### config.mk
export PLATFORM = sky130hd
export DESIGN_NAME = keypad_scan
export DESIGN_NICKNAME = d
export VERILOG_FILES = /design/src/rtl/keypad_scan.sv
export SDC_FILE = /design/constraint.sdc
export NUM_CORES = 1
export LEC_CHECK = 0
export BUFFER_PORTS_ARGS = -buffer_cell sky130_fd_sc_hd__buf_2
export CAP_MARGIN = 20
export CORE_MARGIN = 4
export CORE_UTILIZATION = 65
export CTS_BUF_LIST = sky130_fd_sc_hd__clkbuf_2 sky130_fd_sc_hd__clkbuf_4 sky130_fd_sc_hd__clkbuf_8
export CTS_CLUSTER_DIAMETER = 30
export DETAILED_ROUTE_END_ITERATION = 7
export HOLD_SLACK_MARGIN = 0.15
export PLACE_DENSITY = 0.93
export SLEW_MARGIN = 20
export SYNTH_ARGS = -nofsm -noshare
export SYNTH_HDL_FRONTEND = slang
export SYNTH_SLANG_ARGS = --single-unit
### constraint.sdc
create_clock -name clk -period 5.7 [get_ports clk]
set_clock_uncertainty 0.15 [all_clocks]
set_input_delay 0.57 -clock clk [delete_from_list [all_inputs] [get_ports clk]]
set_output_delay 0.57 -clock clk [all_outputs]
set_load 0.01 [all_outputs]
### src/rtl/keypad_scan.sv
// 4x4 matrix keypad scanner: walks a low column across the pad, debounces whole frames and
// reports a single confirmed key as a one-cycle event plus a held level.
module keypad_scan #(
  parameter int unsigned SCAN_DIV   = 4,
  parameter int unsigned STABLE_CNT = 3
) (
  input  logic       clk,
  input  logic       rst_n,
  input  logic [3:0] row_in,
  output logic [3:0] col_out,
  output logic       key_valid,
  output logic [3:0] key_code,
  output logic       key_down
);

  localparam int unsigned DivW = (SCAN_DIV > 1) ? $clog2(SCAN_DIV) : 1;
  localparam int unsigned CntW = $clog2(STABLE_CNT + 1);

  localparam logic [DivW-1:0] DivLast   = DivW'(SCAN_DIV - 1);
  localparam logic [CntW:0]   CntTarget = (CntW + 1)'(STABLE_CNT);
  localparam bit              AcceptNow = (STABLE_CNT == 1);

  typedef enum logic [1:0] {
    StIdle,
    StConfirm,
    StHeld
  } state_e;

  logic [3:0]      row_s1_q, row_s2_q;
  logic [DivW-1:0] div_cnt_q, div_cnt_d;
  logic [1:0]      col_idx_q, col_idx_d;
  logic [1:0]      acc_n_q, acc_n_d;
  logic [3:0]      acc_key_q, acc_key_d;
  state_e          state_q, state_d;
  logic [CntW-1:0] cnt_q, cnt_d;
  logic [3:0]      cand_q, cand_d;
  logic [3:0]      key_code_q, key_code_d;
  logic            key_valid_q, key_valid_d;
  logic            key_down_q, key_down_d;

  logic            sample, frame_end, frame_key;
  logic [3:0]      col_closed;
  logic [2:0]      col_hits;
  logic [1:0]      col_row;
  logic [2:0]      tot_n;
  logic [1:0]      merged_n;
  logic [3:0]      merged_key;
  logic [CntW:0]   cnt_inc;

  assign col_out   = ~(4'b0001 << col_idx_q);
  assign key_valid = key_valid_q;
  assign key_code  = key_code_q;
  assign key_down  = key_down_q;

  assign sample     = (div_cnt_q == DivLast);
  assign frame_end  = sample && (col_idx_q == 2'd3);
  assign col_closed = ~row_s2_q;
  assign cnt_inc    = {1'b0, cnt_q} + 1'b1;

  // Closures in the column being sampled; col_row ends on the lowest closed row.
  always_comb begin
    col_hits = '0;
    col_row  = '0;
    for (int r = 3; r >= 0; r--) begin
      if (col_closed[r]) begin
        col_hits = col_hits + 3'd1;
        col_row  = 2'(r);
      end
    end
  end

  // Frame accumulator counts closures saturating at 2, so 2 means MULTI.
  always_comb begin
    tot_n      = {1'b0, acc_n_q} + ((col_hits > 3'd2) ? 3'd2 : col_hits);
    merged_n   = (tot_n >= 3'd2) ? 2'd2 : tot_n[1:0];
    merged_key = (acc_n_q == 2'd0 && col_hits == 3'd1) ? {col_row, col_idx_q} : acc_key_q;
    frame_key  = frame_end && (merged_n == 2'd1);
  end

  always_comb begin
    div_cnt_d = sample ? '0 : div_cnt_q + 1'b1;
    col_idx_d = sample ? col_idx_q + 2'd1 : col_idx_q;
    acc_n_d   = acc_n_q;
    acc_key_d = acc_key_q;
    if (frame_end) begin
      acc_n_d   = '0;
      acc_key_d = '0;
    end else if (sample) begin
      acc_n_d   = merged_n;
      acc_key_d = merged_key;
    end
  end

  always_comb begin
    state_d     = state_q;
    cnt_d       = cnt_q;
    cand_d      = cand_q;
    key_code_d  = key_code_q;
    key_valid_d = 1'b0;
    key_down_d  = key_down_q;
    if (frame_end) begin
      unique case (state_q)
        StIdle: begin
          if (frame_key) begin
            cand_d = merged_key;
            if (AcceptNow) begin
              key_code_d  = merged_key;
              key_valid_d = 1'b1;
              key_down_d  = 1'b1;
              cnt_d       = '0;
              state_d     = StHeld;
            end else begin
              cnt_d   = CntW'(1);
              state_d = StConfirm;
            end
          end
        end
        StConfirm: begin
          if (!frame_key) begin
            cnt_d   = '0;
            state_d = StIdle;
          end else if (merged_key != cand_q) begin
            cand_d = merged_key;
            cnt_d  = CntW'(1);
          end else if (cnt_inc >= CntTarget) begin
            key_code_d  = cand_q;
            key_valid_d = 1'b1;
            key_down_d  = 1'b1;
            cnt_d       = '0;
            state_d     = StHeld;
          end else begin
            cnt_d = cnt_inc[CntW-1:0];
          end
        end
        StHeld: begin
          // Any key while held only restarts the release count: no repeat, no second event.
          if (frame_key) begin
            cnt_d = '0;
          end else if (cnt_inc >= CntTarget) begin
            key_down_d = 1'b0;
            cnt_d      = '0;
            state_d    = StIdle;
          end else begin
            cnt_d = cnt_inc[CntW-1:0];
          end
        end
        default: begin
          cnt_d   = '0;
          state_d = StIdle;
        end
      endcase
    end
  end

  always_ff @(posedge clk) begin
    if (!rst_n) begin
      row_s1_q    <= 4'hF;
      row_s2_q    <= 4'hF;
      div_cnt_q   <= '0;
      col_idx_q   <= '0;
      acc_n_q     <= '0;
      acc_key_q   <= '0;
      state_q     <= StIdle;
      cnt_q       <= '0;
      cand_q      <= '0;
      key_code_q  <= '0;
      key_valid_q <= 1'b0;
      key_down_q  <= 1'b0;
    end else begin
      row_s1_q    <= row_in;
      row_s2_q    <= row_s1_q;
      div_cnt_q   <= div_cnt_d;
      col_idx_q   <= col_idx_d;
      acc_n_q     <= acc_n_d;
      acc_key_q   <= acc_key_d;
      state_q     <= state_d;
      cnt_q       <= cnt_d;
      cand_q      <= cand_d;
      key_code_q  <= key_code_d;
      key_valid_q <= key_valid_d;
      key_down_q  <= key_down_d;
    end
  end

endmodule
==> flow_summary_export.csv, run 1 <==
group,metric,value,unit
status,status,"finished clean",
synthesis,yosysWarningCount,0,
floorplan,start_util,70.47,%
placement,globalplace.congestion,0.8574,
cts,ctsHoldBuffers,0,
global_route,antenna_found_initial,0,
synthesis,synthArstFlopShare,0,%
cts,cts_root_buf,"clkbuf_4",
drt,wl,4019,microns
timing,holdWs,236.1,ps
worst_setup_path,crit_end,"key_code[0]",
drt,post_drt_wl_per_cell,16.40,microns
global_route,grt_pass1_wl,6817,microns
timing,setup_viol,0,
flow_run,maxCapViolCount,0,
synthesis,synth-xor-area-share,5.809,%
synthesis,netlist-cell-type-count,48,
placement,post-place-ws,1501,ps
drt,first_pass_iters,4,
final_layout,finalInstanceArea,1948,sq um
drt,drt_iter0_drc,80,
final_layout,utilization,75.88,%
synthesis,ys.flop_type,"dfxtp_1",
final_layout,fillers,177,
final_layout,drive_above_1_share,15.35,%
final_layout,layout.cells.most_common,"dfxtp_1",
worst_setup_path,ff2ff_setup_slack,1430,ps
timing,rsz0062_at_grt,"false",
floorplan,die_area,3692,sq um
global_route,grt_overflow,0,
final_layout,synthToLayoutAreaGrowth,7.676,%
worst_setup_path,worstPathRequired,5780,ps
cts,insertion_delay,370,ps
synthesis,ys_ff_latch,32,
worst_setup_path,r2r_start,"row_s2_q[2]",
synthesis,synth_compound_area_share,16.04,%
cts,h-tree-depth,2,
pwr,p_total,0.4255,mW
worst_setup_path,rr_worst_depth,15,
timing,fin_ws,1432,ps
cts,cts_tree,"built",
timing,drv_slew,0,
timing,finalHoldViolations,0,
worst_hold_path,min_path_type,"in -> reg",
worst_setup_path,arrival,4350,ps
worst_setup_path,path_class,"reg -> reg",
cts,clkSinkCount,32,
drt,viasPerCell,6.216,
synthesis,synth_nets,216,
cts,clk_pin_slew,130,ps
synthesis,synth_top_family_by_area,"simple AND/OR/NAND/NOR gates",
pwr,p_leak,0.7591,nW
timing,fmax,0.2343,GHz
final_layout,nets,231,
cts,cts_buffer_depth,2,
floorplan,core,2567,sq um
drt,vias,1523,
timing,max_slew_margin,37.23,%
global_route,grt_usage,25.20,%
global_route,grt_pass1_vias,1505,
synthesis,synth_fa_ha_area_share,8.022,%
final_layout,diodes,0,
worst_setup_path,cp-start-kind,"flop",
cts,ctsResizeCount,0,
synthesis,synth-edff-count,0,
worst_setup_path,crit_path_max_fanout,6,
floorplan,ioPinCount,16,
placement,io_buffer_count,15,
synthesis,synth.avg_cell_area,9.092,sq um
floorplan,die_x,60.76,microns
pwr,p_per_area,218.4,nW/um^2
drt,antenna_left,0,
placement,dp_cells,237,
worst_setup_path,crit_path_start,"row_s2_q[2]",
cts,postCtsSetupBuffers,0,
synthesis,synth-simple-area-share,24.27,%
floorplan,rows,18,
cts,cts_made_buffers,5,
final_layout,final_cell_count_no_fill,245,
final_layout,final_cell_mix,"dfxtp_1, nand2_1, buf_2",
synthesis,synthMuxAreaShare,5.602,%
synthesis,synth_area,1809,sq um
floorplan,die_h,60.76,microns
timing,period_share,74.87,%
synthesis,synthCells,199,
placement,placed_area,1887,sq um
drt,drcViolationCount,0,
global_route,grt_max_degree,35,
timing,setup-tns-final,0,ps
timing,period_needed,4268,ps
pwr,vdd_drop_max,240.4,uV
worst_setup_path,endpoint_kind,"flop",
placement,hpwl,2942,microns
synthesis,ys_seq_area_share,35.41,%
timing,worst_slew_pin_slew,933.8,ps
worst_setup_path,r2r_end,"key_code[0]",
==> worst min-delay path by stage <==
stage,start,end,slack (ps),depth (start not counted)
2_1_floorplan,row_s1_q[0],row_s2_q[0],240,1
3_3_place_gp,row_s1_q[2],row_s2_q[2],240,1
3_5_place_dp,row_s1_q[1],row_s2_q[1],240,1
4_1_cts,row_in[3],row_s1_q[3],230,2
5_1_grt,row_in[3],row_s1_q[3],230,2
6_report,row_in[3],row_s1_q[3],240,2
==> sequential cells by signal, indices dropped and copies added (netlist names) <==
name       flops
col_idx_q      2
cand_q         4
acc_n_q        2
cnt_q          2
key_down       1
state_q        2
acc_key_q      4
key_code       4
row_s1_q       4
key_valid      1
row_s2_q       4
div_cnt_q      2
==> area by class of cell <==
type | instances | area [sq um] | area share [%]
well taps | 30 | 37.54 | 1.927
clock inverters | 3 | 23.77 | 1.220
clock buffers | 5 | 37.54 | 1.927
repair buffers | 15 | 75.07 | 3.854
flip-flops and latches | 32 | 640.6 | 32.88
inverters | 14 | 52.55 | 2.697
multi-input cells | 146 | 1081 | 55.49
==> synth_stat cells (2+ instances only) <==
library cell | n | area share, %
xnor2_1 | 10 | 4.8
a21oi_1 | 9 | 2.5
o41ai_1 | 2 | 0.97
o22ai_1 | 3 | 1.0
nor3b_1 | 3 | 1.2
o31a_1 | 3 | 1.5
a31oi_1 | 2 | 0.69
o21ai_0 | 7 | 1.9
nand2b_1 | 11 | 3.8
nand2_1 | 20 | 4.1
nor3_1 | 3 | 0.83
clkbuf_1 | 4 | 0.83
or2_2 | 2 | 0.69
nand3b_1 | 2 | 0.83
nand4_1 | 2 | 0.69
inv_1 | 14 | 2.9
nor2_1 | 7 | 1.5
and2_1 | 3 | 1.0
nand3_1 | 8 | 2.2
ha_1 | 10 | 6.9
nor4b_1 | 3 | 1.5
nor4_1 | 5 | 1.7
mux2i_1 | 9 | 5.0
xor2_1 | 2 | 0.97
dfxtp_1 | 32 | 35
==> worst max-delay path, stage by stage, from the launching register on <==
cell,delay [ps]
dfxtp_1,380
inv_1,80
ha_1,380
xnor2_1,260
ha_1,230
xnor2_1,120
nor3_1,60
a31oi_1,240
a21oi_1,70
ha_1,200
fa_1,480
nor4b_1,480
nand4_1,180
nor4_1,490
a32oi_4,160
mux2i_1,170
==> where the power goes <==
group | total, mW | switching, mW | internal [mW]
Sequential | 0.234 | 0.00453 | 0.229
Clock | 0.138 | 0.0897 | 0.0484
Combinational | 0.0538 | 0.0330 | 0.0209
==> kinds of logic after synthesis <==
logic type,after synthesis
and+or+nand+nor,77
AOI/OAI and AO/OA,36
DFF,32
buffers and inverters,21
xor gates and xnor gates,12
adders and majority gates,11
muxes,10
==> routing by layer <==
layer | GRT usage [%] | vias up | routed length (microns)
li1 | - | 729 | -
met1 | 29.17 | 723 | 1625
met2 | 41.98 | 56 | 2010
met3 | 8.298 | 15 | 275
met4 | 11.76 | 0 | 107
met5 | 0 | - | 0
No activity file was read; power rests on OpenSTA's default activity.
==> run 2, diff against run 1 <==
--- a/config.mk
+++ b/config.mk
@@ -5,15 +5,16 @@
 export SDC_FILE = /design/constraint.sdc
 export NUM_CORES = 1
 export LEC_CHECK = 0
+export ABC_AREA = 1
 export BUFFER_PORTS_ARGS = -buffer_cell sky130_fd_sc_hd__buf_2
 export CAP_MARGIN = 20
 export CORE_MARGIN = 4
-export CORE_UTILIZATION = 65
+export CORE_UTILIZATION = 55
 export CTS_BUF_LIST = sky130_fd_sc_hd__clkbuf_2 sky130_fd_sc_hd__clkbuf_4 sky130_fd_sc_hd__clkbuf_8
 export CTS_CLUSTER_DIAMETER = 30
 export DETAILED_ROUTE_END_ITERATION = 7
 export HOLD_SLACK_MARGIN = 0.15
-export PLACE_DENSITY = 0.93
+export PLACE_DENSITY = 0.84
 export SLEW_MARGIN = 20
 export SYNTH_ARGS = -nofsm -noshare
 export SYNTH_HDL_FRONTEND = slang
==> constraint.sdc (replaced) <==
create_clock -name clk -period 3.75 [get_ports clk]
set_clock_uncertainty 0.15 [all_clocks]
set_input_delay 0.375 -clock clk [delete_from_list [all_inputs] [get_ports clk]]
set_output_delay 0.375 -clock clk [all_outputs]
set_load 0.01 [all_outputs]
==> flow_summary_export.csv, run 2 <==
group,metric,value,unit
status,status,"finished clean",
worst_setup_path,crit_chain,"inv_1 -> ha_4 -> inv_1 -> nand2_1 -> nand2_2 -> ha_1 -> or2_1 -> nand2_2 -> nand2_4 -> nor2_8 -> ha_1 -> fa_1 -> nor2_2 -> nand2_2 -> nor2_2 -> inv_1 -> nor2_2 -> nand2_1 -> inv_2 -> nand4_4 -> inv_4 -> nor2_1 -> nor2_1",
drt,wl,3688,microns
placement,io_buffer_count,15,
worst_setup_path,crit_path_top_delay_cell,"fa_1",
final_layout,drive_above_1_share,24.82,%
pwr,p_per_area,353.9,nW/um^2
floorplan,die_area,4277,sq um
cts,insertion_delay,350,ps
worst_setup_path,arrival,3730,ps
timing,setup_viol,0,
worst_setup_path,cpPeakStageDelay,450,ps
pwr,p_leak,1.037,nW
drt,antenna_left,0,
placement,post-place-ws,26.84,ps
global_route,grt_overflow,0,
floorplan,core,3103,sq um
floorplan,ioPinCount,16,
floorplan,rows,20,
global_route,antenna_found_initial,0,
cts,cts_tree,"built",
worst_setup_path,worstPathRequired,3880,ps
synthesis,yosysMostFrequentCell,"nand2_1",
synthesis,synthArstFlopShare,0,%
flow_run,maxCapViolCount,0,
pwr,pwr-share-seq,49.0,%
synthesis,synth_area,1812,sq um
final_layout,layout.cells.most_common,"nand2_1",
cts,clk_pin_slew,100,ps
synthesis,yosysWarningCount,0,
drt,drcViolationCount,0,
synthesis,synth_nets,265,
worst_hold_path,min-delay-start,"rst_n",
worst_setup_path,endpoint_kind,"flop",
cts,cts_made_buffers,5,
timing,period_share,95.84,%
synthesis,netlist-cell-type-count,35,
final_layout,diodes,0,
cts,clkSinkCount,32,
pwr,swShare,30.82,%
cts,cts_root_buf,"clkbuf_4",
synthesis,ys_ff_latch,32,
pwr,p_int,0.5095,mW
synthesis,ys_seq_area_share,35.36,%
global_route,grt_usage,19.05,%
final_layout,fillers,277,
timing,period_needed,3594,ps
synthesis,ys.flop_type,"dfxtp_1",
timing,fin_ws,156.0,ps
synthesis,synth_top_area_cell,"dfxtp_1",
drt,viasPerCell,4.915,
worst_setup_path,rr_worst_depth,23,
pwr,clockPowerShare,29.6,%
global_route,grt_pass1_wl,6306,microns
worst_setup_path,r2r_start,"row_s2_q[2]",
pwr,vdd_drop_max,227.7,uV
worst_hold_path,hold_end,"key_down",
global_route,grt_max_degree,17,
final_layout,synthToLayoutAreaGrowth,14.85,%
placement,hpwl,2585,microns
timing,holdWs,239.6,ps
worst_setup_path,path_class,"reg -> reg",
drt,vias,1563,
worst_hold_path,hold_depth,3,
worst_setup_path,ff2ff_setup_slack,160,ps
worst_setup_path,cp-start-kind,"flop",
floorplan,start_util,58.39,%
worst_setup_path,r2r_end,"key_code[3]",
synthesis,synth_common_cells,"nand2_1, inv_1, dfxtp_1, nor2_1, nand3_1",
timing,worst_slew_pin_slew,352.3,ps
synthesis,synth.avg_cell_area,7.305,sq um
placement,placed_area,1933,sq um
floorplan,die_h,65.40,microns
drt,post_drt_wl_per_cell,11.60,microns
floorplan,die_x,65.40,microns
cts,h-tree-depth,2,
worst_hold_path,min_path_type,"in -> reg",
synthesis,synthCells,248,
cts,cts_buffer_depth,2,
final_layout,nets,290,
timing,finalHoldViolations,0,
drt,drt_iter0_drc,60,
synthesis,synth.area.top_cells,"dfxtp_1, nand2_1, inv_1",
synthesis,synth_top_area_share,35.36,%
timing,drv_slew,0,
drt,first_pass_iters,5,
final_layout,finalInstanceArea,2081,sq um
pwr,p_switching,0.2270,mW
synthesis,synth-edff-count,0,
pwr,p_comb_share,21.4,%
final_layout,final_cell_mix,"nand2_1, inv_1, dfxtp_1",
worst_setup_path,crit_path_max_fanout,6,
timing,max_slew_margin,75.91,%
global_route,grt_pass1_vias,1419,
timing,fmax,0.2782,GHz
placement,globalplace.congestion,0.8990,
worst_setup_path,crit_path_start,"row_s2_q[2]",
## run 2: area by class of cell
class	instances	area (sq um)	area share (%)
Timing Repair Buffer	22	137.6	6.615
Multi-Input combinational cell	168	1008	48.47
Inverter	44	170.2	8.178
Sequential cell	32	643.1	30.91
Tap cell	44	55.05	2.646
Clock buffer	7	58.81	2.826
Clock inverter	1	7.507	0.3608
## run 2: through the flow
step	util [%]	TNS, ps	power, mW	std cells
4_1_cts	65.73	0	0.7327	316
5_1_grt	67.06	-445.2	0.7784	318
3_3_place_gp	62.30	0	0.5083	304
2_1_floorplan	-	0	0.4853	248
6_report	67.06	0	0.7365	318
3_5_place_dp	62.30	0	0.5130	304
## run 2: cell families after synthesis
kind of cell,share of synthesized area [%]
simple gates,37.50
buf+inv,10.22
flops,35.36
compound gates,8.909
fa+ha+maj,8.011
## run 2: worst max path at each step
stage,to,slack (ps),depth (start not counted)
floorplan,key_code[0],80,22
global placement,key_code[3],150,22
detailed placement,key_code[3],30,23
CTS,key_code[3],20,23
global route,key_down,-80,23
finish,key_code[3],160,23
## run 2: timing repair
item	CTS	global route
hold endpoints to repair	4	0
resized for setup	0	9
setup endpoints to repair	0	14
hold buffers	4	0
setup buffers	0	2
## run 2: critical path, delay by kind of cell, from the launching register on
kind | cells | cell delay [ps]
adders and majority gates | 4 | 1180
DFF | 1 | 360
buffers and inverters | 5 | 420
and+or+nand+nor | 14 | 1420
## run 2: power by group through the flow
| stage | clock (mW) | sequential (mW) | combinational [mW] |
|---|---|---|---|
| floorplan | 0 | 0.366 | 0.119 |
| global placement | 0 | 0.368 | 0.140 |
| detailed placement | 0 | 0.368 | 0.145 |
| CTS | 0.224 | 0.361 | 0.148 |
| global route | 0.237 | 0.363 | 0.178 |
| finish | 0.218 | 0.361 | 0.158 |
## run 2: layer usage
metal	up-vias	GRT usage, %	share of wire [%]
met5	-	0	0
met4	0	8.549	2.4
met3	9	4.615	3.8
met2	28	29.96	47
met1	704	24.65	47
li1	822	-	-
